--- src/rtl/simon_if.sv ---
// Game-side bus of the Simon sequencer: start/random/button inputs and LED/status outputs.
// The master drives the game inputs, the slave (sequencer) drives playback and status.
interface simon_if #(
  parameter int unsigned LEN_W = 2
);
  logic             start;
  logic [31:0]      rand_in;
  logic             btn_valid;
  logic [1:0]       btn_color;
  logic             led_on;
  logic [1:0]       led_color;
  logic             await_input;
  logic [LEN_W:0]   round;
  logic             win;
  logic             lose;

  modport master (
    output start, rand_in, btn_valid, btn_color,
    input  led_on, led_color, await_input, round, win, lose
  );

  modport slave (
    input  start, rand_in, btn_valid, btn_color,
    output led_on, led_color, await_input, round, win, lose
  );
endinterface

--- src/rtl/simon_sequencer.sv ---
// Simon game-round controller: grows a colour sequence from the LFSR, plays it out on the LED
// with fixed on/off timing, then checks player presses against it and reports win/lose.
module simon_sequencer #(
  parameter int unsigned LEN_W         = 2,
  parameter int unsigned ON_TICKS      = 25000000,
  parameter int unsigned OFF_TICKS     = 12500000,
  parameter int unsigned TIMEOUT_TICKS = 250000000
) (
  input  logic    clk,
  input  logic    reset,
  simon_if.slave  bus
);

  localparam int unsigned MaxLen = 2 ** LEN_W;

  localparam logic [2:0] StIdle    = 3'd0;
  localparam logic [2:0] StAdd     = 3'd1;
  localparam logic [2:0] StShowOn  = 3'd2;
  localparam logic [2:0] StShowOff = 3'd3;
  localparam logic [2:0] StWaitIn  = 3'd4;
  localparam logic [2:0] StWin     = 3'd5;
  localparam logic [2:0] StLose    = 3'd6;

  localparam logic [31:0]    OnLast      = 32'(ON_TICKS - 1);
  localparam logic [31:0]    OffLast     = 32'(OFF_TICKS - 1);
  localparam logic [31:0]    TimeoutLast = 32'(TIMEOUT_TICKS - 1);
  localparam logic [LEN_W:0] MaxLenW     = (LEN_W + 1)'(MaxLen);
  localparam logic [LEN_W:0] OneW        = (LEN_W + 1)'(1);

  logic [2:0]       state_q, state_d;
  logic [LEN_W:0]   len_q, len_d;
  logic [LEN_W-1:0] idx_q, idx_d;
  logic [31:0]      timer_q, timer_d;

  // Sequence storage is deliberately not reset; entries at or beyond len are never read.
  logic [1:0]       seq_q [MaxLen];
  logic             seq_we;

  logic [1:0]       cur_color;
  logic             last_idx;
  logic             timer_on_done;
  logic             timer_off_done;
  logic             timer_to_done;
  logic             unused_rand;

  assign cur_color      = seq_q[idx_q];
  assign last_idx       = ({1'b0, idx_q} == (len_q - OneW));
  assign timer_on_done  = (timer_q == OnLast);
  assign timer_off_done = (timer_q == OffLast);
  assign timer_to_done  = (timer_q == TimeoutLast);
  assign unused_rand    = ^bus.rand_in[31:2];

  always_comb begin
    state_d = state_q;
    len_d   = len_q;
    idx_d   = idx_q;
    timer_d = timer_q;
    seq_we  = 1'b0;

    if (bus.start) begin
      // A new game pre-empts everything, including a press in the same cycle.
      state_d = StAdd;
      len_d   = '0;
      idx_d   = '0;
      timer_d = '0;
    end else begin
      case (state_q)
        StIdle: begin
        end

        StAdd: begin
          seq_we  = 1'b1;
          len_d   = len_q + OneW;
          idx_d   = '0;
          timer_d = '0;
          state_d = StShowOn;
        end

        StShowOn: begin
          if (timer_on_done) begin
            timer_d = '0;
            state_d = StShowOff;
          end else begin
            timer_d = timer_q + 32'd1;
          end
        end

        StShowOff: begin
          if (timer_off_done) begin
            timer_d = '0;
            if (last_idx) begin
              idx_d   = '0;
              state_d = StWaitIn;
            end else begin
              idx_d   = idx_q + 1'b1;
              state_d = StShowOn;
            end
          end else begin
            timer_d = timer_q + 32'd1;
          end
        end

        StWaitIn: begin
          // A press on the final timeout cycle is honoured instead of the timeout.
          if (bus.btn_valid) begin
            timer_d = '0;
            if (bus.btn_color != cur_color) begin
              state_d = StLose;
            end else if (!last_idx) begin
              idx_d = idx_q + 1'b1;
            end else if (len_q == MaxLenW) begin
              state_d = StWin;
            end else begin
              state_d = StAdd;
            end
          end else if (timer_to_done) begin
            timer_d = '0;
            state_d = StLose;
          end else begin
            timer_d = timer_q + 32'd1;
          end
        end

        StWin, StLose: begin
        end

        default: begin
          state_d = StIdle;
          timer_d = '0;
        end
      endcase
    end
  end

  always_ff @(posedge clk or posedge reset) begin
    if (reset) begin
      state_q <= StIdle;
      len_q   <= '0;
      idx_q   <= '0;
      timer_q <= '0;
    end else begin
      state_q <= state_d;
      len_q   <= len_d;
      idx_q   <= idx_d;
      timer_q <= timer_d;
    end
  end

  // ADD is only reachable with len < MaxLen, so the low bits address a free slot.
  always_ff @(posedge clk) begin
    if (seq_we) begin
      seq_q[len_q[LEN_W-1:0]] <= bus.rand_in[1:0];
    end
  end

  // Status outputs decode straight from state so reset clears them asynchronously.
  assign bus.led_on      = (state_q == StShowOn);
  assign bus.led_color   = (state_q == StShowOn) ? cur_color : 2'b00;
  assign bus.await_input = (state_q == StWaitIn);
  assign bus.round       = len_q;
  assign bus.win         = (state_q == StWin);
  assign bus.lose        = (state_q == StLose);

  ap_len_bound: assert property (@(posedge clk) disable iff (reset) len_q <= MaxLenW);
  ap_flags_excl: assert property (@(posedge clk) disable iff (reset) !(bus.win && bus.lose));

endmodule

--- src/flat_wrapper.sv ---
// flat-port wrapper written by rule: the top's interface ports become plain ports
module simon_sequencer_flat 
#(
  parameter int unsigned LEN_W         = 2,
  parameter int unsigned ON_TICKS      = 25000000,
  parameter int unsigned OFF_TICKS     = 12500000,
  parameter int unsigned TIMEOUT_TICKS = 250000000
)
  (clk, reset, bus_start, bus_rand_in, bus_btn_valid, bus_btn_color, bus_led_on, bus_led_color, bus_await_input, bus_round, bus_win, bus_lose);
  simon_if #(.LEN_W(LEN_W)) bus_i ();
  input  logic clk;
  input  logic reset;
  input wire logic [$bits(bus_i.start)-1:0] bus_start;
  input wire logic [$bits(bus_i.rand_in)-1:0] bus_rand_in;
  input wire logic [$bits(bus_i.btn_valid)-1:0] bus_btn_valid;
  input wire logic [$bits(bus_i.btn_color)-1:0] bus_btn_color;
  output wire logic [$bits(bus_i.led_on)-1:0] bus_led_on;
  output wire logic [$bits(bus_i.led_color)-1:0] bus_led_color;
  output wire logic [$bits(bus_i.await_input)-1:0] bus_await_input;
  output wire logic [$bits(bus_i.round)-1:0] bus_round;
  output wire logic [$bits(bus_i.win)-1:0] bus_win;
  output wire logic [$bits(bus_i.lose)-1:0] bus_lose;
  assign bus_i.start = bus_start;
  assign bus_i.rand_in = bus_rand_in;
  assign bus_i.btn_valid = bus_btn_valid;
  assign bus_i.btn_color = bus_btn_color;
  assign bus_led_on = bus_i.led_on;
  assign bus_led_color = bus_i.led_color;
  assign bus_await_input = bus_i.await_input;
  assign bus_round = bus_i.round;
  assign bus_win = bus_i.win;
  assign bus_lose = bus_i.lose;
  simon_sequencer #(.LEN_W(LEN_W), .ON_TICKS(ON_TICKS), .OFF_TICKS(OFF_TICKS), .TIMEOUT_TICKS(TIMEOUT_TICKS)) u_core (.clk(clk), .reset(reset), .bus(bus_i));
endmodule
--- config.mk ---
export PLATFORM = sky130hd
export DESIGN_NAME = simon_sequencer_flat
export DESIGN_NICKNAME = d
export VERILOG_FILES = /design/src/rtl/simon_if.sv /design/src/rtl/simon_sequencer.sv /design/src/flat_wrapper.sv
export SDC_FILE = /design/constraint.sdc
export NUM_CORES = 1
export LEC_CHECK = 0
export ABC_AREA = 1
export ABC_CLOCK_PERIOD_IN_PS = 1800
export CAP_MARGIN = 5
export CORE_MARGIN = 2
export CORE_UTILIZATION = 50
export DETAILED_ROUTE_END_ITERATION = 10
export HOLD_SLACK_MARGIN = 0.05
export PLACE_DENSITY = 0.76
export SLEW_MARGIN = 10
export SYNTH_ARGS = -nofsm -noshare
export SYNTH_HDL_FRONTEND = slang
export SYNTH_SLANG_ARGS = --single-unit
export TNS_END_PERCENT = 1
--- constraint.sdc ---
create_clock -name clk -period 1.8 [get_ports clk]
set_input_delay 0.36 -clock clk [delete_from_list [all_inputs] [get_ports clk]]
set_output_delay 0.36 -clock clk [all_outputs]
set_load 0.05 [all_outputs]
### Yosys cells after proc, flatten, opt, wreduce, memory -nomap -nowiden

Memories as Yosys holds them, arrays and structs flattened.
Cells that the tools add are included.

* add/subtract/negate cells: 4
* $mul: 0
* divide/modulo/power cells: 0
* magnitude comparators: 0
* eq/ne operators: 20
* shift-type cells: 0
* mux-type cells: 30
* bitwise logic cells: 0
* reductions and logical operators: 6

Operator list (number)
* 2-to-1 mux 32 bit: 5
* case mux 32 bit (4 select lines): 1
* 2-to-1 mux 3 bit: 11
* adder 32 x 1 -> 32 bit (second input constant): 1
* equality test 32 x 24 -> 1 bit (second input constant): 1
* equality test 32 x 25 -> 1 bit (second input constant): 1
* equality test 32 x 28 -> 1 bit (second input constant): 1
* case mux 3 bit (5 select lines): 1
* 2-to-1 mux 2 bit: 7
* equality test 3 bit (second input constant): 4
* AND reduction 5 bit: 2
* != test 3 bit (second input constant): 3
* equality test 3 x 2 -> 1 bit (second input constant): 2
* != test 3 x 2 -> 1 bit (second input constant): 2
* case mux 2 bit (3 select lines): 1
* != test 5 x 3 -> 1 bit (second input constant): 1
* 2-to-1 mux 1 bit: 4
* != test 4 x 3 -> 1 bit (second input constant): 1
* nonzero test 4 bit: 1
* adder 3 x 1 -> 3 bit (second input constant): 1
* equality test 2 x 3 -> 1 bit: 1
* equality test 3 x 1 -> 1 bit (second input constant): 1
* logical NOT 3 bit: 1
* OR reduction 3 bit: 1
* other kinds (5): 5

* register bits after elaboration: 40
* latch bits: 0
* bits in writable memories: 8
* ROM bits: 0
* output and inout bits: 9
* word-level logic and storage cells: 65
* memories kept: 1

Memories
* u_core.seq_q: depth 4, bits a word 2, read ports 1, clocked after memory_dff 0, wr ports 1, RTL line simon_sequencer.sv:36 `logic [1:0] seq_q [MaxLen];`

### Depth between registers and ports, before layout

* depth in word-level cells: 7
* depth in mapped cells: 12

### Worst setup path before layout

OpenSTA, ideal clock, no wires.

* path kind: register to output
* from: reg u_core.state_q[2]
* to: out bus_led_color[0]
* arrival time: 1.959 ns
* setup slack: -0.519 ns
* cell stages (with the launch flop): 6
* path buffers: 0
* cells stage by stage: dfrtp_1 > nor2_1 > inv_1 > nor2_2 > inv_1 > nor2_1

* longest elaborated chain between the ends: 2

Ends and longest elaborated chain
* start, declared: RTL line simon_sequencer.sv:30 `logic [2:0] state_q, state_d;`
* start signal, assigned: RTL line simon_sequencer.sv:137 `state_q <= StIdle;`
* start signal, assigned: RTL line simon_sequencer.sv:142 `state_q <= state_d;`
* equality test 3 x 2 -> 1 bit
* named net bus_led_on: RTL line flat_wrapper.sv:17 `output wire logic [$bits(bus_i.led_on)-1:0] bus_led_on;`
* 2-to-1 mux 2 bit: RTL line simon_sequencer.sv:158 `assign bus.led_color = (state_q == StShowOn) ? cur_color : 2'b00;`
* end, declared: RTL line flat_wrapper.sv:18 `output wire logic [$bits(bus_i.led_color)-1:0] bus_led_color;`

The timed path passes the listed nets, and every way through them passes these cells.

### Worst setup path after layout

* from: reg u_core.timer_q[1]
* to: reg u_core.timer_q[30]

* longest elaborated chain between the ends: 5

Ends and longest elaborated chain
* start, declared: RTL line simon_sequencer.sv:33 `logic [31:0] timer_q, timer_d;`
* start signal, assigned: RTL line simon_sequencer.sv:145 `timer_q <= timer_d;`
* adder 32 x 1 -> 32 bit / equality test 32 x 28 -> 1 bit (equally long branches)
* 2-to-1 mux 32 bit: RTL line simon_sequencer.sv:116 `end else if (timer_to_done) begin`
* 2-to-1 mux 32 bit: RTL line simon_sequencer.sv:105 `if (bus.btn_valid) begin`
* case mux 32 bit (4 select lines) (*): RTL line simon_sequencer.sv:67 `case (state_q)`
* 2-to-1 mux 32 bit (*): RTL line simon_sequencer.sv:60 `if (bus.start) begin`

Every way passes the cells marked *; elsewhere a longest branch is shown, timed or not.
A chain may end at the register's enable or synchronous reset.

==> out/results.ini <==
[run_status]
status=finished, violations left
failed_checks=setup timing

[clock_tree]
cts_tree=built
clock-sinks=48
clk_path_buf_depth=2
root_buffer=clkbuf_8
path_clk_slew_ns=0.09
numCtsBuffers=5
cts_max_level=2
clk_latency_ns=0.31

[place]
routabilityCongestion=0.960
dpl_cell_area_um2=4160
dpl.cell_count=664
dp_slack_ns=-0.0570
dp_hpwl_mm=6.89
io_buffers=16

[synthesis]
synth_cells=518
netlist_area_um2=3500
yosysTopAreaCell=dfrtp_1
yosysSeqAreaShare_pct=35.5
yosysTopAreaCellShare_pct=28.6
synth_top_cells_by_area=dfrtp_1 (29%), nand2_1 (15%), nor2_1 (9.5%)
synth_nets=562
ys_warn_count=0
ys_ff_latch=48
avgSynthCellArea_um2=6.75
synth_cell_types=33

[timing]
finalSetupViolations=27
clock.fmax_mhz=540
max_slew_margin_pct=80.6
worst_slack_ns=-0.0535
whs_ns=0.396
grt_setup_unrepaired=yes
hold_viol_final=0
finClkSkew_ns=0.00278
slew_violations=0
fin_crit_sh_pct=103
worst_pin_slew_ns=0.291
finalCriticalPeriod_ns=1.85

[worst_setup_path]
path_cells=ha_2 > nand2_4 > nor2_4 > nand3_2 > nor2_1 > nand2_1 > nand3_2 > nand2_4 > nor2_8 > clkbuf_16 > nor2_1
crit_family=simple AND/OR/NAND/NOR gates
endpoint_kind=register
crit_buf_inv=1
path_class=register to register
cp_max_fo=6
crit_path_start_kind=register
critPathRequiredTime_ns=2.01
cp_data_arrival_time_ns=2.06
crit_slowest_cell=dfrtp_1
critPathMaxStageDelay_ns=0.38

[die]
fp.dieH_um=87.6
design.die.area_um2=7680
die_w_um=87.6
initial_utilization_pct=51.5
core_area_um2=6790
io_pins=47
rows=30

[layout]
final_nets=637
syn2layout_area_growth_pct=30.8
finalInstanceArea_um2=4570
drive_above_1_share_pct=26.8
multi_input_area_um2=2080
num-fill-cells=586
seqCellArea_um2=1250
fin_cells=690
antenna_cells=0

[pwr]
p_leak_nw=2.11
powerDensity_nw_per_um2=837
p_total_mw=3.83
ir_worst_vdd_mv=1.04

[route]
detail-route-antenna-nets=0
vias=3592
wl_per_cell_um=13.7
drt-vias-per-instance=5.21
drt_wl_total_mm=9.47
drtIter0Drc=214
firstDrtPassIters=6
drc=0

[global_routing]
grt_pass1_vias=3378
grt-ovfl-total=0
grt_use_total_pct=24.9
grt_max_degree=41
antenna_found_initial=0
grt_pass1_wl_mm=15.2

[run]
maxCapViolCount=0

[hold_path]
hp-class=input port to async pin

-- Yosys cell counts (all sizes together) --
cell type	count
a21oi	9
edfxtp	8
and2	1
dfrtp	40
xor2	15
nand2	147
inv	78
buf	7
ha	6
nor3b	2
xnor2	3
nand4	13
nand3	58
o211ai	1
nor4	1
o21ai	8
nor3	15
o22ai	1
a32oi	1
nor2	102
nand3b	1
and3	1
-- kinds of logic after synthesis --
logic type,count (synthesis),share of synthesized area [%]
AO/OA/AOI/OAI,20,3.08
XOR/XNOR,18,4.51
flip-flops,48,35.5
buffers and inverters,85,9.94
adder cells (fa/ha/maj),6,2.15
AND/OR/NAND/NOR,341,44.9
-- worst paths after layout --
path,to,slack [ns],from,depth (start not counted)
hold reg to reg,u_core.timer_q[4],0.57,u_core.timer_q[4],2
max in group asynchronous,u_core.timer_q[23],1.19,reset,3
hold / removal,u_core.timer_q[13],0.40,reset,3
setup reg to reg,u_core.timer_q[30],-0.05,u_core.timer_q[1],11
setup / recovery,u_core.timer_q[30],-0.05,u_core.timer_q[1],11
min in group clk,u_core.timer_q[4],0.57,u_core.timer_q[4],2
-- worst reg2reg max path, delay by kind of cell, from the launching register on --
family / cells / cell delay (ns)
fa+ha+maj: 1 / 0.22
buf+inv: 1 / 0.20
flops: 1 / 0.38
simple gates: 9 / 0.95
-- state kept, by name (all words and copies together), names as in the netlist --
register          count
u_core.state_q        3
u_core.bus.round      3
u_core.seq_q          8
u_core.timer_q       32
u_core.idx_q          2
-- final cells by class --
type | count | area share (%)
multi-input combinational | 385 | 45.4
sequential | 48 | 27.3
timing repair buffer | 75 | 16.1
inverter | 78 | 6.51
tap | 96 | 2.63
clock buffer | 5 | 1.50
clock inverter | 3 | 0.520
-- per-stage QoR --
stage	utilization, %	setup TNS, ns
detailed placement	61.2	-0.877
global placement	61.2	-0.00650
global route	67.3	-3.79
CTS	63.6	-0.0452
floorplan	-	-0.295
finish	67.3	-0.778
-- power breakdown --
group / switching, mW / leakage (nW) / internal, mW
combinational: 1.10 / 1.45 / 0.816
clock: 0.398 / 0.0404 / 0.276
sequential: 0.0589 / 0.616 / 1.18
-- what timing repair did --
action,in CTS,in global routing
endpoints found under the setup margin,32,40
cloned,0,3
resized for setup,10,38
buffers inserted,5,10
endpoints found under the hold margin,0,0
pin swaps,2,20
hold buffers,0,0
-- placed cells by master, fill, tap and decap left out, types with 11 or more instances in the layout --
master   synthesis  layout
buf_4            3      55
dfrtp_1         40      33
inv_1           71      65
inv_2            7      11
nand2_1        136     130
nand2_2         11      13
nand3_1         56      47
nand3_2          2      11
nand4_1         13      13
nor2_1          89      77
nor2_2           7      15
nor3_1          11      11
xor2_1          15      15
-- routing by layer --
metal,vias to the layer above,wire (um),global-route usage (%)
met4,0,180,6.29
met1,1695,4330,32.6
li1,1776,-,-
met2,102,4560,42.9
met5,-,0,0
met3,19,408,3.96
No activity file was read; power rests on OpenSTA's default activity.
